**config.mk**
```make
export PLATFORM = sky130hd
export DESIGN_NAME = mem_exec_unit
export DESIGN_NICKNAME = d
export VERILOG_FILES = /design/src/rtl/mem_exec_unit.sv
export SDC_FILE = /design/constraint.sdc
export NUM_CORES = 1
export LEC_CHECK = 0
export CAP_MARGIN = 30
export CELL_PAD_IN_SITES_DETAIL_PLACEMENT = 0
export CELL_PAD_IN_SITES_GLOBAL_PLACEMENT = 1
export CORE_MARGIN = 8
export CORE_UTILIZATION = 45
export DETAILED_ROUTE_END_ITERATION = 16
export DONT_BUFFER_PORTS = 1
export GPL_ROUTABILITY_DRIVEN = 1
export PLACE_DENSITY = 0.83
export SLEW_MARGIN = 20
export SYNTH_ARGS = -nofsm -noshare
export SYNTH_HDL_FRONTEND = slang
export SYNTH_SLANG_ARGS = --single-unit
```
**constraint.sdc**
```tcl
create_clock -name clock -period 3.65 [get_ports clock]
set_clock_uncertainty 0.2 [all_clocks]
set_input_delay 0.365 -clock clock [delete_from_list [all_inputs] [get_ports clock]]
set_output_delay 0.365 -clock clock [all_outputs]
set_load 0.1 [all_outputs]
```
**src/rtl/mem_exec_unit.sv**
```systemverilog
// Memory execution unit: computes the effective address for one issued
// load/store micro-op, runs the dmem request/response handshake and broadcasts load results.
`ifndef PRF_INT_INDEX_SIZE
`define PRF_INT_INDEX_SIZE 6
`endif

package mem_exec_pkg;
    localparam int PRF_W = `PRF_INT_INDEX_SIZE;

    typedef enum logic { MEM_LOAD = 1'b0, MEM_STORE = 1'b1 } mem_type_t;
    typedef enum logic [1:0] { SIZE_BYTE = 2'd0, SIZE_HALF = 2'd1, SIZE_WORD = 2'd2 } mem_size_t;

    typedef struct packed {
        logic             valid;
        mem_type_t        mem_type;
        mem_size_t        mem_size;
        logic             mem_signed;
        logic [11:0]      imm;
        logic [PRF_W-1:0] rd_prf_int_index;
    } micro_op_t;
endpackage

module mem_exec_unit
    import mem_exec_pkg::*;
#(
    parameter int XLEN = 32
) (
    input  logic                           clock,
    input  logic                           reset,
    input  micro_op_t                      uop_in,
    input  logic [XLEN-1:0]                rs1_data,
    input  logic [XLEN-1:0]                rs2_data,
    output logic                           ex_busy,
    output logic                           dmem_req_valid,
    input  logic                           dmem_req_ready,
    output logic [XLEN-1:0]                dmem_req_addr,
    output logic                           dmem_req_we,
    output logic [XLEN-1:0]                dmem_req_wdata,
    output logic [3:0]                     dmem_req_wstrb,
    input  logic                           dmem_resp_valid,
    input  logic [XLEN-1:0]                dmem_resp_rdata,
    output logic                           ctb_valid,
    output logic [`PRF_INT_INDEX_SIZE-1:0] ctb_prf_int_index,
    output logic [XLEN-1:0]                wb_data,
    output logic                           misaligned
);

    typedef enum logic [1:0] { IDLE, REQ, RESP, WB } state_t;

    state_t state, state_next;

    logic [XLEN-1:0]  addr_sum;
    logic             addr_bad;
    logic [3:0]       strb_calc;
    logic [XLEN-1:0]  wdata_calc;
    logic [XLEN-1:0]  lane;
    logic [XLEN-1:0]  result_calc;
    logic             accept;

    logic [XLEN-1:0]  addr_q;
    logic [1:0]       off_q;
    logic             we_q;
    logic [XLEN-1:0]  wdata_q;
    logic [3:0]       wstrb_q;
    mem_size_t        size_q;
    logic             signed_q;
    logic [PRF_W-1:0] tag_q;
    logic [XLEN-1:0]  result_q;
    logic             mis_q;

    // NOTE: every signal driven here gets a default first so no path leaves it unassigned (no latch).
    always_comb begin
        addr_sum   = rs1_data + {{(XLEN-12){uop_in.imm[11]}}, uop_in.imm};
        addr_bad   = 1'b0;
        strb_calc  = 4'b1111;
        wdata_calc = rs2_data;
        case (uop_in.mem_size)
            SIZE_BYTE: begin
                strb_calc  = 4'b0001 << addr_sum[1:0];
                wdata_calc = {4{rs2_data[7:0]}};
            end
            SIZE_HALF: begin
                addr_bad   = addr_sum[0];
                strb_calc  = 4'b0011 << addr_sum[1:0];
                wdata_calc = {2{rs2_data[15:0]}};
            end
            default: addr_bad = (addr_sum[1:0] != 2'b00);
        endcase
        accept = (state == IDLE) && uop_in.valid;
    end

    // Response lane extract: shift the addressed byte/half down to bit 0, then extend.
    always_comb begin
        lane        = dmem_resp_rdata >> {off_q, 3'b000};
        result_calc = lane;
        case (size_q)
            SIZE_BYTE: result_calc = signed_q ? {{(XLEN-8){lane[7]}}, lane[7:0]}
                                              : {{(XLEN-8){1'b0}}, lane[7:0]};
            SIZE_HALF: result_calc = signed_q ? {{(XLEN-16){lane[15]}}, lane[15:0]}
                                              : {{(XLEN-16){1'b0}}, lane[15:0]};
            default:   result_calc = lane;
        endcase
    end

    // NOTE: sequential state uses non-blocking assignments so all registers update from pre-edge values.
    always_ff @(posedge clock) begin
        if (reset) state <= IDLE;
        else       state <= state_next;
    end

    always_comb begin
        state_next = state;
        case (state)
            IDLE: if (accept && !addr_bad) state_next = REQ;
            REQ:  if (dmem_req_ready)      state_next = we_q ? IDLE : RESP;
            RESP: if (dmem_resp_valid)     state_next = WB;
            WB:   state_next = IDLE;
            default: state_next = IDLE;
        endcase
    end

    always_ff @(posedge clock) begin
        if (reset) begin
            addr_q   <= '0;
            off_q    <= '0;
            we_q     <= 1'b0;
            wdata_q  <= '0;
            wstrb_q  <= '0;
            size_q   <= SIZE_BYTE;
            signed_q <= 1'b0;
            tag_q    <= '0;
            result_q <= '0;
            mis_q    <= 1'b0;
        end else begin
            mis_q <= accept && addr_bad;
            // A misaligned uop is dropped without disturbing the captured request fields.
            if (accept && !addr_bad) begin
                addr_q   <= {addr_sum[XLEN-1:2], 2'b00};
                off_q    <= addr_sum[1:0];
                we_q     <= (uop_in.mem_type == MEM_STORE);
                wdata_q  <= wdata_calc;
                wstrb_q  <= strb_calc;
                size_q   <= uop_in.mem_size;
                signed_q <= uop_in.mem_signed;
                tag_q    <= uop_in.rd_prf_int_index;
            end
            if (state == RESP && dmem_resp_valid) result_q <= result_calc;
        end
    end

    assign ex_busy           = (state != IDLE);
    assign dmem_req_valid    = (state == REQ);
    assign dmem_req_addr     = addr_q;
    assign dmem_req_we       = we_q;
    assign dmem_req_wdata    = wdata_q;
    assign dmem_req_wstrb    = wstrb_q;
    assign ctb_valid         = (state == WB);
    assign ctb_prf_int_index = tag_q;
    assign wb_data           = result_q;
    assign misaligned        = mis_q;

endmodule

```
After elaboration in Yosys (flattened, before gate mapping). Index checks and enable logic that the tools add are counted.

Eq/ne operators: 8. Add/sub/neg operators: 1. Multiplexer cells: 11. Shift operators: 3. Reduce and logical (&&, ||, !) cells: 11.

Operators with widths (count): case mux 32 bit (2 select lines) (2); 2-to-1 mux 32 bit (2); adder 32 bit (1); right shift 32 x 5 -> 32 bit (1); 2-to-1 mux 2 bit (4); case mux 2 bit (4 select lines) (1); case mux 4 bit (2 select lines) (1); equality test 2 x 1 -> 1 bit, second input constant (3); zero test 2 bit (3); equality test 2 bit, second input constant (2); logical AND 1 bit (4); inequality test 2 x 1 -> 1 bit, second input constant (2); nonzero test 2 bit (2); << shifter 1 x 2 -> 4 bit, first input constant (1); << shifter 2 x 2 -> 4 bit, first input constant (1); AND reduction 3 bit (1); inequality test 2 bit, second input constant (1); case mux 1 bit (2 select lines) (1); zero test 1 bit (1).

Output and inout port bits: 111. Word-level logic and storage cells: 45. Bits in registers: 113. Input bits: 123.

Depth between registers and ports, before layout. Gate-level depths: netlist (run 1).

Depth after elaboration: 7. Depth in mapped cells: 10. Depth with buffers taken out: 9.

Worst setup path after synthesis (run 1). OpenSTA, ideal clock, no wires.

Kind: input to register. Start point: input port uop_in[6] (netlist name). End point: register addr_q[30], in the netlist dmem_req_addr[30]. Data arrival time: 2.605 ns. Required time: 3.328 ns. Stages: 9. Setup slack: 0.723 ns. Buffers on the path: 0. Setup time: 0.122 ns. Cells stage by stage: ha_1 -> fa_1 -> a21o_4 -> a221oi_4 -> o21a_4 -> nor4_4 -> o41ai_4 -> o21ai_1 -> a221o_1.

Cells in the longest elaborated chain, start to end: 5.

Ends and longest elaborated chain: start, declared (line 30) `input micro_op_t uop_in,`; adder 32 bit * (line 73) `addr_sum = rs1_data + {{(XLEN-12){uop_in.imm[11]}}, uop_in.imm};`; nonzero test 2 bit (line 87) `default: addr_bad = (addr_sum[1:0] != 2'b00);`; case mux 1 bit (2 select lines) (line 77) `case (uop_in.mem_size)`; zero test 1 bit (line 137) `if (accept && !addr_bad) begin`; logical AND 1 bit (line 137); end signal, assigned (line 138) `addr_q <= {addr_sum[XLEN-1:2], 2'b00};`; end, declared (line 60) `logic [XLEN-1:0] addr_q;`.

Every way passes the cells marked *; elsewhere a longest branch is shown, timed or not. A chain may end at the register's enable or synchronous reset.

Final worst setup path (run 1).
Start point: input port uop_in[6] (netlist name). End point: register tag_q[0], in the netlist ctb_prf_int_index[0].

Cells in the longest elaborated chain, start to end: 5.

Ends and longest elaborated chain: adder 32 bit (line 73); net addr_sum[1] (line 52) `logic [XLEN-1:0] addr_sum;`; nonzero test 2 bit (line 87); case mux 1 bit (2 select lines) (line 77); zero test 1 bit (line 137); logical AND 1 bit (line 137); end signal, assigned (line 145) `tag_q <= uop_in.rd_prf_int_index;`; end, declared (line 67) `logic [PRF_W-1:0] tag_q;`.

The timed path passes the listed nets, and every way through them passes these cells.

==> results list, run 1 <==
- Effective utilization at floorplan: 45.4%
- Cell Area, Synth: 6500 sq um
- Hold depth: 2
- Fill cells in the final layout number 1311.
* Post-route antenna net violation count: 0
* Standard cell with the maximum stage delay on the critical path: sky130_fd_sc_hd__fa_1
- Global-route wire length before repair: 33000 microns
- Buffers placed on the I/O ports in this run total 0.
* IO Pins: 234
- The floorplan step defined a die boundary enclosing 18500 sq um.
* Number of antenna violations at the first check in global routing: 1
* Fin crit share: 78.8%
* Number of synthesized flops with an enable pin: 0
- Total setup violations reported at the end of the flow: 0
- Shortest clock period the worst path allows after layout: 2.88 ns
* Setup slack on the worst flop-to-flop path: 1.12 ns
- Detailed placement ended at an HPWL of 15200 microns.
- Critical path required time: 3.81 ns
* # rows: 44
- The critical path is of the in2reg type.
* Part of the Yosys area used for sequential elements: 34.8%
- After detailed routing, the met2 layer carries 10000 microns of wire.
- Across all hold checks on the routed design, the worst slack comes to 0.0202 ns.
- Clock root buffer master: sky130_fd_sc_hd__clkbuf_16
- The worst setup path is launched from an input port.
* Die Span X: 136 microns
- Total clock buffers created by CTS: 17
* Top layer in use: met4
- Floorplan core area: 14300 sq um
- Global-route usage over all layers: 22.3%
- Worst slew pin tran: 1.03 ns
- Data arrives at the worst endpoint at 3.04 ns.
- The final route contains 6306 vias.
- Cells taking the most area after synthesis: sky130_fd_sc_hd__dfxtp_1 (35%), sky130_fd_sc_hd__nand2_1 (9.4%), sky130_fd_sc_hd__a21oi_1 (6.9%), sky130_fd_sc_hd__ha_1 (6.0%), sky130_fd_sc_hd__mux2i_1 (5.2%)
- Of all nets on the critical path, the largest fanout is 27.
- Worst-skew pair later-pin latency: 0.41 ns
* Final weighted congestion in routability-driven placement: 0.916
* Leakage dissipation: 2.98 nW
- For this run, the slowest stage of the critical path takes 0.60 ns.
- In this run, synthesis produced a sequential element count of 113.
- Synth warn: 0
- TritonCTS clock tree: built
* Ys flop type: sky130_fd_sc_hd__dfxtp_1
- Summing all flip-flop and latch instances after layout gives 2260 sq um.
- The floorplan step set the die height to 136 microns.
- Async SR Flop Fraction: 0%
* Highest clock frequency the design can meet: 348 MHz
- Traced cell by cell, the critical path runs through ha_1, fa_1, nor2_1, o21ai_4, buf_4, nand2_1, a21oi_1, dlygate4sd3_1.
- The clock drives 113 sinks.
- Worst min-delay path category: in2reg
- In the routed layout, each cell is associated on average with a via count of 5.94.
* Fraction of layout instances using a drive strength above 1: 8.33%
- The count of final max-slew check failures was 0.
- Pwr dens: 599 nW/um^2
- For this run, design rule violations remaining after detail routing come to 0.
- Distinct cell type count of the synthesized netlist: 61
* Multi-input combinational cell area: 4020 sq um
- The H-tree was split into 4 levels.
- Starting DRT DRC Count: 355
* Detail Route met3 WL: 2410 microns
- Clock-pin slew was measured on the worst setup and hold paths at 0.05 ns.
* Wirelength per Cell: 20.2 microns
* Syn_area_per_cell: 7.83 sq um
- Max-cap viol count: 0
- Worst reg-to-reg path cell count: 8
- Relative max-transition margin: 31.2%
* Drt total wl: 21400 microns
* Setup TNS after final layout: 0 ns
- Commonest cells after routing, fill and taps aside: sky130_fd_sc_hd__nand2_1 (163), sky130_fd_sc_hd__dfxtp_1 (113), sky130_fd_sc_hd__a21oi_1 (90), sky130_fd_sc_hd__nor2_1 (77), sky130_fd_sc_hd__dlygate4sd3_1 (50)
- Summed over all instances, the cell type with the most area after synthesis is sky130_fd_sc_hd__dfxtp_1.
- The via count of the first global-routing pass was 6295.
* Detailed-routing iteration count for the pre-antenna-repair pass: 4
- Final Hold Viols: 0
- Leftover overflow at the end of global routing: 0
- Routed length on met1: 8360 microns
* Largest voltage drop on the vdd net: 0.376 mV
- Setup repair after global routing left no endpoint under its margin.
* Synthesis-to-finish area growth: 22.3%
* Cell count after synthesis: 830
* CTS Buffer Depth: 2
- The worst setup path is captured at a flop.
- Fraction of synthesized cell area taken by the top area cell type: 34.8%
* Final core utilization: 55.5%
- Status: completed
* Net total in the final layout: 1020
- Entering global routing, the biggest net connects 99 pins.
- Most common library cell in the layout ignoring fill and taps: sky130_fd_sc_hd__nand2_1
[synth_stat cells (all sizes together) (15+ instances only)]
cell type	count
dfxtp	113
nand2	163
o21ai	44
a211oi	35
mux2i	34
clkbuf	42
nor2	78
ha	31
nor3	17
a21oi	91
o211ai	18
a21o	15
[cell families after synthesis]
| logic type | share of synthesized area (%) |
|---|---|
| AO/OA/AOI/OAI | 24.7 |
| XOR/XNOR | 2.83 |
| adder cells (fa/ha/maj) | 6.28 |
| buffers and inverters | 3.68 |
| flip-flops | 34.8 |
| multiplexers | 6.63 |
| other | 0.0577 |
| AND/OR/NAND/NOR | 21.0 |
[layout make-up]
class	count	share of cell area [%]
multi-input combinational	657	50.6
antenna	1	0.0315
clock buffer	20	5.87
clock inverter	10	2.30
tap	184	2.90
sequential	113	28.5
timing repair buffer	70	9.51
inverter	6	0.283
[stage by stage]
stage                     total power, W  instance area (sq um)  setup slack (ns)  cells
after global routing             0.00494                   7950             0.570   1061
after CTS                        0.00477                   7880             0.795   1056
after global placement           0.00282                   6630             0.558    970
final                            0.00476                   7950             0.773   1061
after floorplan                  0.00268                   6500             0.723    831
after detailed placement         0.00286                   6700             0.533    975
[layer usage]
metal  GRT usage [%]  up-vias
met5               0        -
met4            10.5        0
met3            8.68       43
met2            36.0      296
met1            25.5     2918
li1                -     3049
[flip-flops by register name, summed over array words and instances (netlist names), named ones only]
register           flops
dmem_req_wdata        32
wb_data               32
dmem_req_addr         30
ctb_prf_int_index      6
dmem_req_wstrb         4
off_q                  2
size_q                 2
dmem_req_we            1
misaligned             1
signed_q               1
state                  1
[critical path: cells and delay by family]
family | cells | cell delay (ns)
AOI/OAI and AO/OA | 2 | 0.63
adders and majority gates | 2 | 0.80
buffers and inverters | 2 | 0.99
and+or+nand+nor | 2 | 0.25
[worst paths after layout]
| path | start | endpoint |
|---|---|---|
| max | uop_in[6] | ctb_prf_int_index[0] |
| min | rs2_data[6] | dmem_req_wdata[22] |
| max reg2reg | off_q[0] | wb_data[21] |
| min reg2reg | size_q[0] | size_q[0] |
[power breakdown]
part | total (W) | internal (W) | switching (W)
clock | 0.00183 | 0.00125 | 0.000576
combinational | 0.000866 | 0.000341 | 0.000525
sequential | 0.00207 | 0.00134 | 0.000729
total | 0.00476 | 0.00293 | 0.00183
[what timing repair did]
item,in CTS,in global routing
hold endpoints to repair,98,0
endpoints found under the setup margin,0,0
hold buffers,51,0
resized for setup,0,0
setup buffers,0,0
Power figures use the tool's default switching activity.
==> inputs of run 2 (changes only) <==
--- a/config.mk
+++ b/config.mk
@@ -5,15 +5,16 @@
 export SDC_FILE = /design/constraint.sdc
 export NUM_CORES = 1
 export LEC_CHECK = 0
+export ABC_AREA = 1
 export CAP_MARGIN = 30
 export CELL_PAD_IN_SITES_DETAIL_PLACEMENT = 0
 export CELL_PAD_IN_SITES_GLOBAL_PLACEMENT = 1
 export CORE_MARGIN = 8
-export CORE_UTILIZATION = 45
+export CORE_UTILIZATION = 44
 export DETAILED_ROUTE_END_ITERATION = 16
 export DONT_BUFFER_PORTS = 1
 export GPL_ROUTABILITY_DRIVEN = 1
-export PLACE_DENSITY = 0.83
+export PLACE_DENSITY = 0.85
 export SLEW_MARGIN = 20
 export SYNTH_ARGS = -nofsm -noshare
 export SYNTH_HDL_FRONTEND = slang
==> constraint.sdc (replaced) <==
create_clock -name clock -period 3 [get_ports clock]
set_clock_uncertainty 0.2 [all_clocks]
set_input_delay 0.3 -clock clock [delete_from_list [all_inputs] [get_ports clock]]
set_output_delay 0.3 -clock clock [all_outputs]
set_load 0.1 [all_outputs]
==> results list, run 2 <==
- Status: completed
- Fin crit share: 93.6%
* Worst Path Class, Setup: in2reg
* Post-CTS Setup Repair Bufs: 0 (unchanged)
- Async SR Flop Fraction: 0% (unchanged)
* Worst slack, placed: 0.351 ns (-0.182 ns)
* Worst min-delay path category: in2reg
- Non-filler cells, final: 1513 (+43%)
* CP arrival: 2.97 ns (-0.07 ns)
- Commonest cells after routing, fill and taps aside: sky130_fd_sc_hd__nand2_1 (347), sky130_fd_sc_hd__inv_1 (196), sky130_fd_sc_hd__nor2_1 (136), sky130_fd_sc_hd__dfxtp_1 (113), sky130_fd_sc_hd__a21oi_1 (66)
- The global placer's final weighted congestion came to 0.902 (-1.5%).
- Vias post-DR: 7519 (+19%)
* Part of the total power dissipated in combinational logic: 24.8% (+6.6 points)
- The worst register-to-register path begins at state[0].
- The clock power share came to 34.9% (-3.5 points).
- Number of antenna violations at the first check in global routing: 0 (-1)
- Setup repair after global routing left no endpoint under its margin.
* Starting DRT DRC Count: 458 (+29%)
- The total DRC errors in the routed layout is 0 (unchanged).
* # rows: 47 (+6.8%)
- The most used flip-flop cell after synthesis is sky130_fd_sc_hd__dfxtp_1.
* Leakage dissipation: 4.84 nW (+62%)
* Placed cell areas: 7840 sq um (+17%)
- The power spent charging and discharging nets came to 0.00235 W (+29%).
- Int Pwr: 0.00328 W (+12%)
- The clock latency on the worst-skew pair was 0.41 ns (about the same).
* TritonCTS clock tree: built
- Worst Hold Path EP: wb_data[26]
- Final Hold Viols: 0 (unchanged)
- The total of max-cap violations was 0 (unchanged).
- The endpoint required time on the critical path was 3.16 ns (-0.65 ns).
- Synthesis-to-finish area growth: 23.7%
- Final HPWL from detailed placement: 17900 microns (+18%)
- The summed instance area of the synthesized netlist came to 7480 sq um (+15%).
- The final-layout fill cell count is 1638 (+25%).
* Total clock buffers created by CTS: 17 (unchanged)
- The slew at the pin closest to its max-slew limit came to 1.03 ns (-0.000185 ns).
- Number of pins with negative max-slew slack in the final report: 0 (unchanged)
- The worst hold path depth came to 4 (+2).
- STA classifies the critical path endpoint as a flop.
- The footprint of the flip-flops and latches is 2260 sq um (unchanged).
- The die outline width came to 146 microns (+7.5%).
- After layout, the minimum clock period comes to 2.81 ns.
- sky130_fd_sc_hd__dfxtp_1 takes more of the synthesized area than any other cell.
- Effective utilization at floorplan: 45.1% (-0.30 points)
- The number of top-level design ports was 234 (unchanged).
- Global-route wire length before repair: 38600 microns (+17%)
- The synthesized instance count came to 1186 (+43%).
* CTS Buffer Depth: 2 (unchanged)
* Post-route antenna net violation count: 0 (unchanged)
- Setup slack after layout: 0.191 ns (-0.582 ns)
- Cells taking the most area after synthesis: sky130_fd_sc_hd__dfxtp_1 (30%), sky130_fd_sc_hd__nand2_1 (17%), sky130_fd_sc_hd__inv_1 (9.8%), sky130_fd_sc_hd__nor2_1 (6.9%), sky130_fd_sc_hd__ha_1 (5.2%)
- Drt total wl: 24100 microns (+13%)
- Clk sinks: 113 (unchanged)
* Most common cell in the synthesized netlist: sky130_fd_sc_hd__nand2_1
* Global-route usage over all layers: 22.0% (-0.28 points)
- Leftover overflow at the end of global routing: 0 (unchanged)
* Synth warn: 0 (unchanged)
* Sequential share of power: 40.3% (-3.1 points)
* Floorplan core area: 16600 sq um (+16%)
- Clk slew on worst S/H paths: 0.06 ns (about the same)
- Setup slack on the worst flop-to-flop path: 0.39 ns (-0.73 ns)
- The vertical die dimension was 146 microns (+7.5%).
* Finished layout cell area: 9250 sq um (+16%)
- Detailed-routing iteration count for the pre-antenna-repair pass: 5 (+1)
- Number of synthesized flops with an enable pin: 0 (unchanged)
- Number of H-tree levels: 4 (unchanged)
- Static timing analysis puts the maximum clock frequency at 356 MHz.
- The flop and latch count out of synthesis was 113 (unchanged).
- Leaving out fill and tap cells, the most frequent cell in the layout is sky130_fd_sc_hd__nand2_1.
* Pwr dens: 609 nW/um^2 (+1.7%)
- Wirelength per Cell: 15.9 microns (-21%)
- Clock root buffer master: sky130_fd_sc_hd__clkbuf_16
* Hold Worst Slack: 0.0187 ns (-0.00152 ns)
* Placed cells: 1405 (+44%)
* Element type at the critical path start: input port
* Fraction of synthesized cell area taken by the top area cell type: 30.3% (-4.6 points)
- The proportion of layout cells with a drive suffix above 1 was 9.21% (+0.88 points).
- The number of vias per cell came to 4.97 (-16%).
- The number of input and output port buffers inserted came to 0 (unchanged).
- The commonest cells after synthesis are sky130_fd_sc_hd__nand2_1 (347), sky130_fd_sc_hd__inv_1 (196), sky130_fd_sc_hd__nor2_1 (137).
- The number of cell instances on the worst register-to-register path came to 9 (+1).
* Total setup violations reported at the end of the flow: 0 (unchanged)
* Switching share of total power: 41.8% (+3.3 points)
* Multi-input combinational cell area: 4170 sq um (+3.8%)
* Maximum number of pins on one net before global-route repair: 58 (-41%)
- The normalized max-slew margin came to 31.2% (about the same).
- The number of distinct library cells after synthesis was 45 (-26%).
- The startpoint identified for the worst hold timing path is dmem_resp_rdata[26].
* Crit-path max FO: 56 (+110%)
- The die outline area came to 21400 sq um (+16%).
- The via count of the first global-routing pass came to 7199 (+14%).
* Net total in the final layout: 1434 (+41%)
- Syn_area_per_cell: 6.30 sq um (-19%)
- Setup TNS after final layout: 0 ns (unchanged)
* Largest voltage drop on the vdd net: 0.574 mV (+52%)
- Endpoint of the most critical register-to-register path: dmem_req_wdata[30]
- The sequential cell area fraction in the yosys report is 30.3% (-4.6 points).
run 2: critical path, stage by stage:
cell and delay, ns:
sky130_fd_sc_hd__ha_1 0.22, sky130_fd_sc_hd__fa_1 0.52, sky130_fd_sc_hd__o21ai_1 0.29, sky130_fd_sc_hd__nand3_4 0.12, sky130_fd_sc_hd__buf_12 0.19, sky130_fd_sc_hd__nor2_4 0.40
sky130_fd_sc_hd__nand2_1 0.13, sky130_fd_sc_hd__a31oi_1 0.18, sky130_fd_sc_hd__dlygate4sd3_1 0.56
run 2: layer usage:
metal  vias to the layer above  share of wire (%)  track usage [%]
met2                       276                 45             34.4
met3                        28                9.7             8.62
met4                         0                1.6             5.92
met5                         -                  0                0
li1                       3908                  -                -
met1                      3307                 44             27.7
run 2: worst max path at each step:
stage                          start            endpoint  slack (ns)  depth (start not counted)
after CTS                 uop_in[20]  dmem_req_wdata[23]        0.10                          9
after global routing       uop_in[6]  dmem_req_wdata[17]       0.003                          9
after detailed placement   uop_in[6]  dmem_req_wdata[22]        0.35                          8
after global placement     uop_in[6]  dmem_req_wdata[17]        0.40                          8
final                      uop_in[6]  dmem_req_wdata[30]        0.19                          9
after floorplan             state[0]                flop        0.75                          4
run 2: area by class of cell:
type / instances / area share (%)
clock inverters: 13 / 1.39
multi-input cells: 827 / 45.1
clock buffers: 19 / 4.90
inverters: 201 / 8.21
repair buffers: 119 / 12.9
well taps: 220 / 2.98
diodes: 1 / 0.0271
flip-flops and latches: 113 / 24.5
run 2: metrics by stage:
stage | power (W) | utilization (%)
after global placement | 0.00353 | 47.1
after CTS | 0.00563 | 54.8
after global routing | 0.00590 | 55.7
after floorplan | 0.00330 | -
final | 0.00564 | 55.8
after detailed placement | 0.00355 | 47.3
run 2: power groups by stage:
stage | Clock [W] | Sequential (W) | Combinational (W)
floorplan | 0 | 0.00248 | 0.000817
global placement | 0 | 0.00234 | 0.00119
detailed placement | 0 | 0.00233 | 0.00122
CTS | 0.00200 | 0.00230 | 0.00132
global route | 0.00207 | 0.00228 | 0.00155
finish | 0.00197 | 0.00227 | 0.00140
run 2: cell families after synthesis:
logic type	Yosys count	synth area share [%]
compound gates	195	16.3
xor+xnor	15	1.76
fa+ha+maj	32	5.46
buf+inv	247	14.0
flops	113	30.3
mux	7	0.937
other cells	1	0.0502
simple gates	576	31.3
run 2: timing repair:
item | CTS | global route
endpoints found under the hold margin | 81 | 0
endpoints found under the setup margin | 0 | 12
gates resized for setup | 0 | 1
hold buffers | 64 | 0
==> inputs of run 3 (changes only) <==
--- a/config.mk
+++ b/config.mk
@@ -10,11 +10,11 @@
 export CELL_PAD_IN_SITES_DETAIL_PLACEMENT = 0
 export CELL_PAD_IN_SITES_GLOBAL_PLACEMENT = 1
 export CORE_MARGIN = 8
-export CORE_UTILIZATION = 44
+export CORE_UTILIZATION = 41
 export DETAILED_ROUTE_END_ITERATION = 16
 export DONT_BUFFER_PORTS = 1
 export GPL_ROUTABILITY_DRIVEN = 1
-export PLACE_DENSITY = 0.85
+export PLACE_DENSITY = 0.8
 export SLEW_MARGIN = 20
 export SYNTH_ARGS = -nofsm -noshare
 export SYNTH_HDL_FRONTEND = slang
==> constraint.sdc (replaced) <==
create_clock -name clock -period 2.6 [get_ports clock]
set_clock_uncertainty 0.2 [all_clocks]
set_input_delay 0.26 -clock clock [delete_from_list [all_inputs] [get_ports clock]]
set_output_delay 0.26 -clock clock [all_outputs]
set_load 0.1 [all_outputs]
==> results list, run 3 (synthesized netlist as in run 2, its figures left out) <==
- The largest net degree at the start of global routing is 62 (+6.9%).
* Net switching power figure: 0.00281 W (+20%)
- The effective utilization at floorplan was 41.8% (-3.3 points).
- Worst slew pin tran: 0.836 ns (-0.196 ns)
- Sequential share of power: 27.7% (-13 points)
- The floorplan core area is 17900 sq um (+8.0%).
- Largest voltage drop on the vdd net: 0.504 mV (-12%)
- Max-cap viol count: 0 (unchanged)
- The wire length of the first global-routing pass was 39400 microns (+2.1%).
- The aggregate routed wire length is 25600 microns (+6.4%).
- The placed standard-cell area was 8420 sq um (+7.4%).
* Net total in the final layout: 1515 (+5.6%)
- Shortest clock period the worst path allows after layout: 2.47 ns
* DRC violations left: 0 (unchanged)
- For this run, the top clock speed supported by timing is 406 MHz.
* Wirelength per Cell: 16.0 microns (+0.50%)
* Critical path origin: uop_in[6]
- Post-CTS Setup Repair Bufs: 0 (unchanged)
- Leaving out fill and tap cells, the most frequent cells in the layout are sky130_fd_sc_hd__nand2_1 (347), sky130_fd_sc_hd__inv_1 (195), sky130_fd_sc_hd__nor2_1 (136), sky130_fd_sc_hd__buf_4 (117), sky130_fd_sc_hd__dfxtp_1 (113).
- IO Pins: 234 (unchanged)
- Number of cells on the critical path: 9 (unchanged)
- The kind of cell with the highest combined delay along the critical path is buffers and inverters.
* Worst slack, placed: 0.192 ns (-0.159 ns)
* Worst reg-to-reg path cell count: 9 (unchanged)
- Fill cells: 1729 (+5.6%)
- The final global-route overflow total is 0 (unchanged).
- The number of core rows came to 49 (+4.3%).
- Part of the total power dissipated in combinational logic: 35.1% (+10 points)
- TritonCTS clock tree: built
- The die outline width is 151 microns (+3.2%).
- The initial antenna violation count was 0 (unchanged).
- The power density over the cells was 703 nW/um^2 (+15%).
* Setup repair after global routing missed its margin: no
- STA classifies the critical path endpoint as a flop.
* Vias per Instance: 4.92 (-1.1%)
- The arrival time reported for the critical path endpoint is 2.62 ns (-0.35 ns).
- Final Hold Viols: 0 (unchanged)
- Total setup violations reported at the end of the flow: 0 (unchanged)
- The clock power share was 37.2% (+2.3 points).
- The antenna violation net count after detailed routing is 0 (unchanged).
- Global-route usage over all layers: 21.8% (-0.28 points)
* Hold Worst Slack: 0.0173 ns (-0.00145 ns)
- The net switching share of the total power came to 40.4% (-1.4 points).
* Worst Path Class, Setup: in2reg
* Synthesis-to-finish area growth: 32.5%
- The H-tree depth is 4 (unchanged).
- Endpoint of the most critical setup path: dmem_req_wdata[29]
- The top fanout value on the critical path is 31 (-45%).
- Finished layout cell area: 9910 sq um (+7.1%)
- Worst min-delay path category: in2reg
- The leakage dissipation came to 5.27 nW (+9.1%).
* Fraction of layout instances using a drive strength above 1: 14.1% (+4.8 points)
- Setup TNS after final layout: 0 ns (unchanged)
- The final instance count without filler cells is 1602 (+5.9%).
- STA classifies the critical path startpoint as an input port.
* Die Area: 22800 sq um (+6.5%)
- The internal power contribution was 0.00415 W (+27%).
* Clock root buffer master: sky130_fd_sc_hd__clkbuf_16
* Vias post-DR: 7875 (+4.7%)
- Vias in the first global route: 7658 (+6.4%)
* Number of pins with negative max-slew slack in the final report: 0 (unchanged)
- Critical Path Max Stage Delay: 0.56 ns (about the same)
* Detailed-routing iteration count for the pre-antenna-repair pass: 4 (-1)
- Count of buffers from port buffering: 0 (unchanged)
* Endpoint of the most critical register-to-register path: dmem_req_wdata[29]
- Fin crit share: 94.8%
* Total inserted antenna cells: 0 (-1)
- On the critical path, the stage with the largest delay is an instance of sky130_fd_sc_hd__dlygate4sd3_1.
- Final HPWL from detailed placement: 18500 microns (+3.7%)
- The global placer's final weighted congestion was 0.883 (-2.1%).
- The maximum buffer depth of the clock tree came to 2 (unchanged).
- Min-Delay Startpoint: dmem_resp_rdata[12]
- Total clock buffers created by CTS: 17 (unchanged)
* Critical path required time: 2.76 ns (-0.40 ns)
- The library cell used most frequently in the layout, excluding fill and tap cells, is sky130_fd_sc_hd__nand2_1.
* Placed cells: 1490 (+6.0%)
- The vertical die dimension came to 151 microns (+3.2%).
- The clock transition at the register clock pins on the worst setup and hold paths after CTS came to 0.06 ns (about the same).
* Relative max-transition margin: 44.2% (+13 points)
- Clk sinks: 113 (unchanged)
* Setup slack on the worst flop-to-flop path: 0.26 ns (-0.13 ns)
* Setup slack after layout: 0.135 ns (-0.0565 ns)
- Cell Chain, Critical Path: ha_1, fa_1, o21ai_2, nand3_4, inv_2, buf_12, nand2_1, a31oi_1, dlygate4sd3_1
* Worst-skew pair later-pin latency: 0.41 ns (about the same)
- Status: completed
- Critical path buffers and inverters: 3 (+1)
- The violation count after the first detailed-routing iteration was 379 (-17%).
- The startpoint identified for the worst register-to-register timing path is state[0].
## run 3: changes by cell type in the layout (fill, tap and decap cells not counted), moves of 3 or more
cell and delta:
sky130_fd_sc_hd__buf_16 -6, sky130_fd_sc_hd__buf_4 +77, sky130_fd_sc_hd__bufinv_16 +3, sky130_fd_sc_hd__clkbuf_1 -6
sky130_fd_sc_hd__dlygate4sd3_1 +16
## run 3: area by class of cell
class / instances / area [sq um] / area share, %
clock buffer: 17 / 425 / 4.29
clock inverter: 15 / 223 / 2.25
inverter: 201 / 759 / 7.67
multi-input combinational: 827 / 4180 / 42.2
sequential: 113 / 2260 / 22.8
tap: 229 / 287 / 2.89
timing repair buffer: 200 / 1770 / 17.9
## run 3: how the worst min path moves through the flow
stage                               to  slack [ns]  cells after the start
floorplan           dmem_req_wdata[28]        0.22                      2
global placement      dmem_req_addr[2]        0.14                      1
detailed placement    dmem_req_addr[2]        0.15                      1
CTS                         wb_data[4]       0.008                      4
global route        dmem_req_wdata[16]        0.03                      2
finish                      wb_data[4]        0.02                      4
## run 3: power by group through the flow
| stage | Combinational (W) | Clock, W | Sequential [W] |
|---|---|---|---|
| 5_1_grt | 0.00263 | 0.00271 | 0.00194 |
| 4_1_cts | 0.00243 | 0.00263 | 0.00193 |
| 6_report | 0.00244 | 0.00259 | 0.00193 |
| 3_3_place_gp | 0.00228 | 0 | 0.00196 |
| 2_1_floorplan | 0.000942 | 0 | 0.00287 |
| 3_5_place_dp | 0.00229 | 0 | 0.00196 |
## run 3: metrics by stage
stage	utilization (%)	power, W
4_1_cts	55.2	0.00699
6_report	55.3	0.00697
3_3_place_gp	47.0	0.00423
2_1_floorplan	-	0.00381
3_5_place_dp	47.0	0.00425
5_1_grt	55.3	0.00728
## run 3: tightest hold or removal path: stages
cell and delay, ns:
sky130_fd_sc_hd__o211ai_1 0.08, sky130_fd_sc_hd__o211ai_1 0.11, sky130_fd_sc_hd__o211ai_1 0.09, sky130_fd_sc_hd__inv_1 0.05
## run 3: routing by layer
metal,GRT usage (%),wire (microns)
met1,26.9,11100
met2,35.9,11700
met3,7.02,2460
met4,5.54,325
met5,0,0
## run 3: what timing repair did
| item | 4_1_cts | 5_1_grt |
|---|---|---|
| endpoints found under the setup margin | 0 | 8 |
| hold buffers | 79 | 0 |
| endpoints found under the hold margin | 92 | 0 |
| gates resized for setup | 0 | 1 |
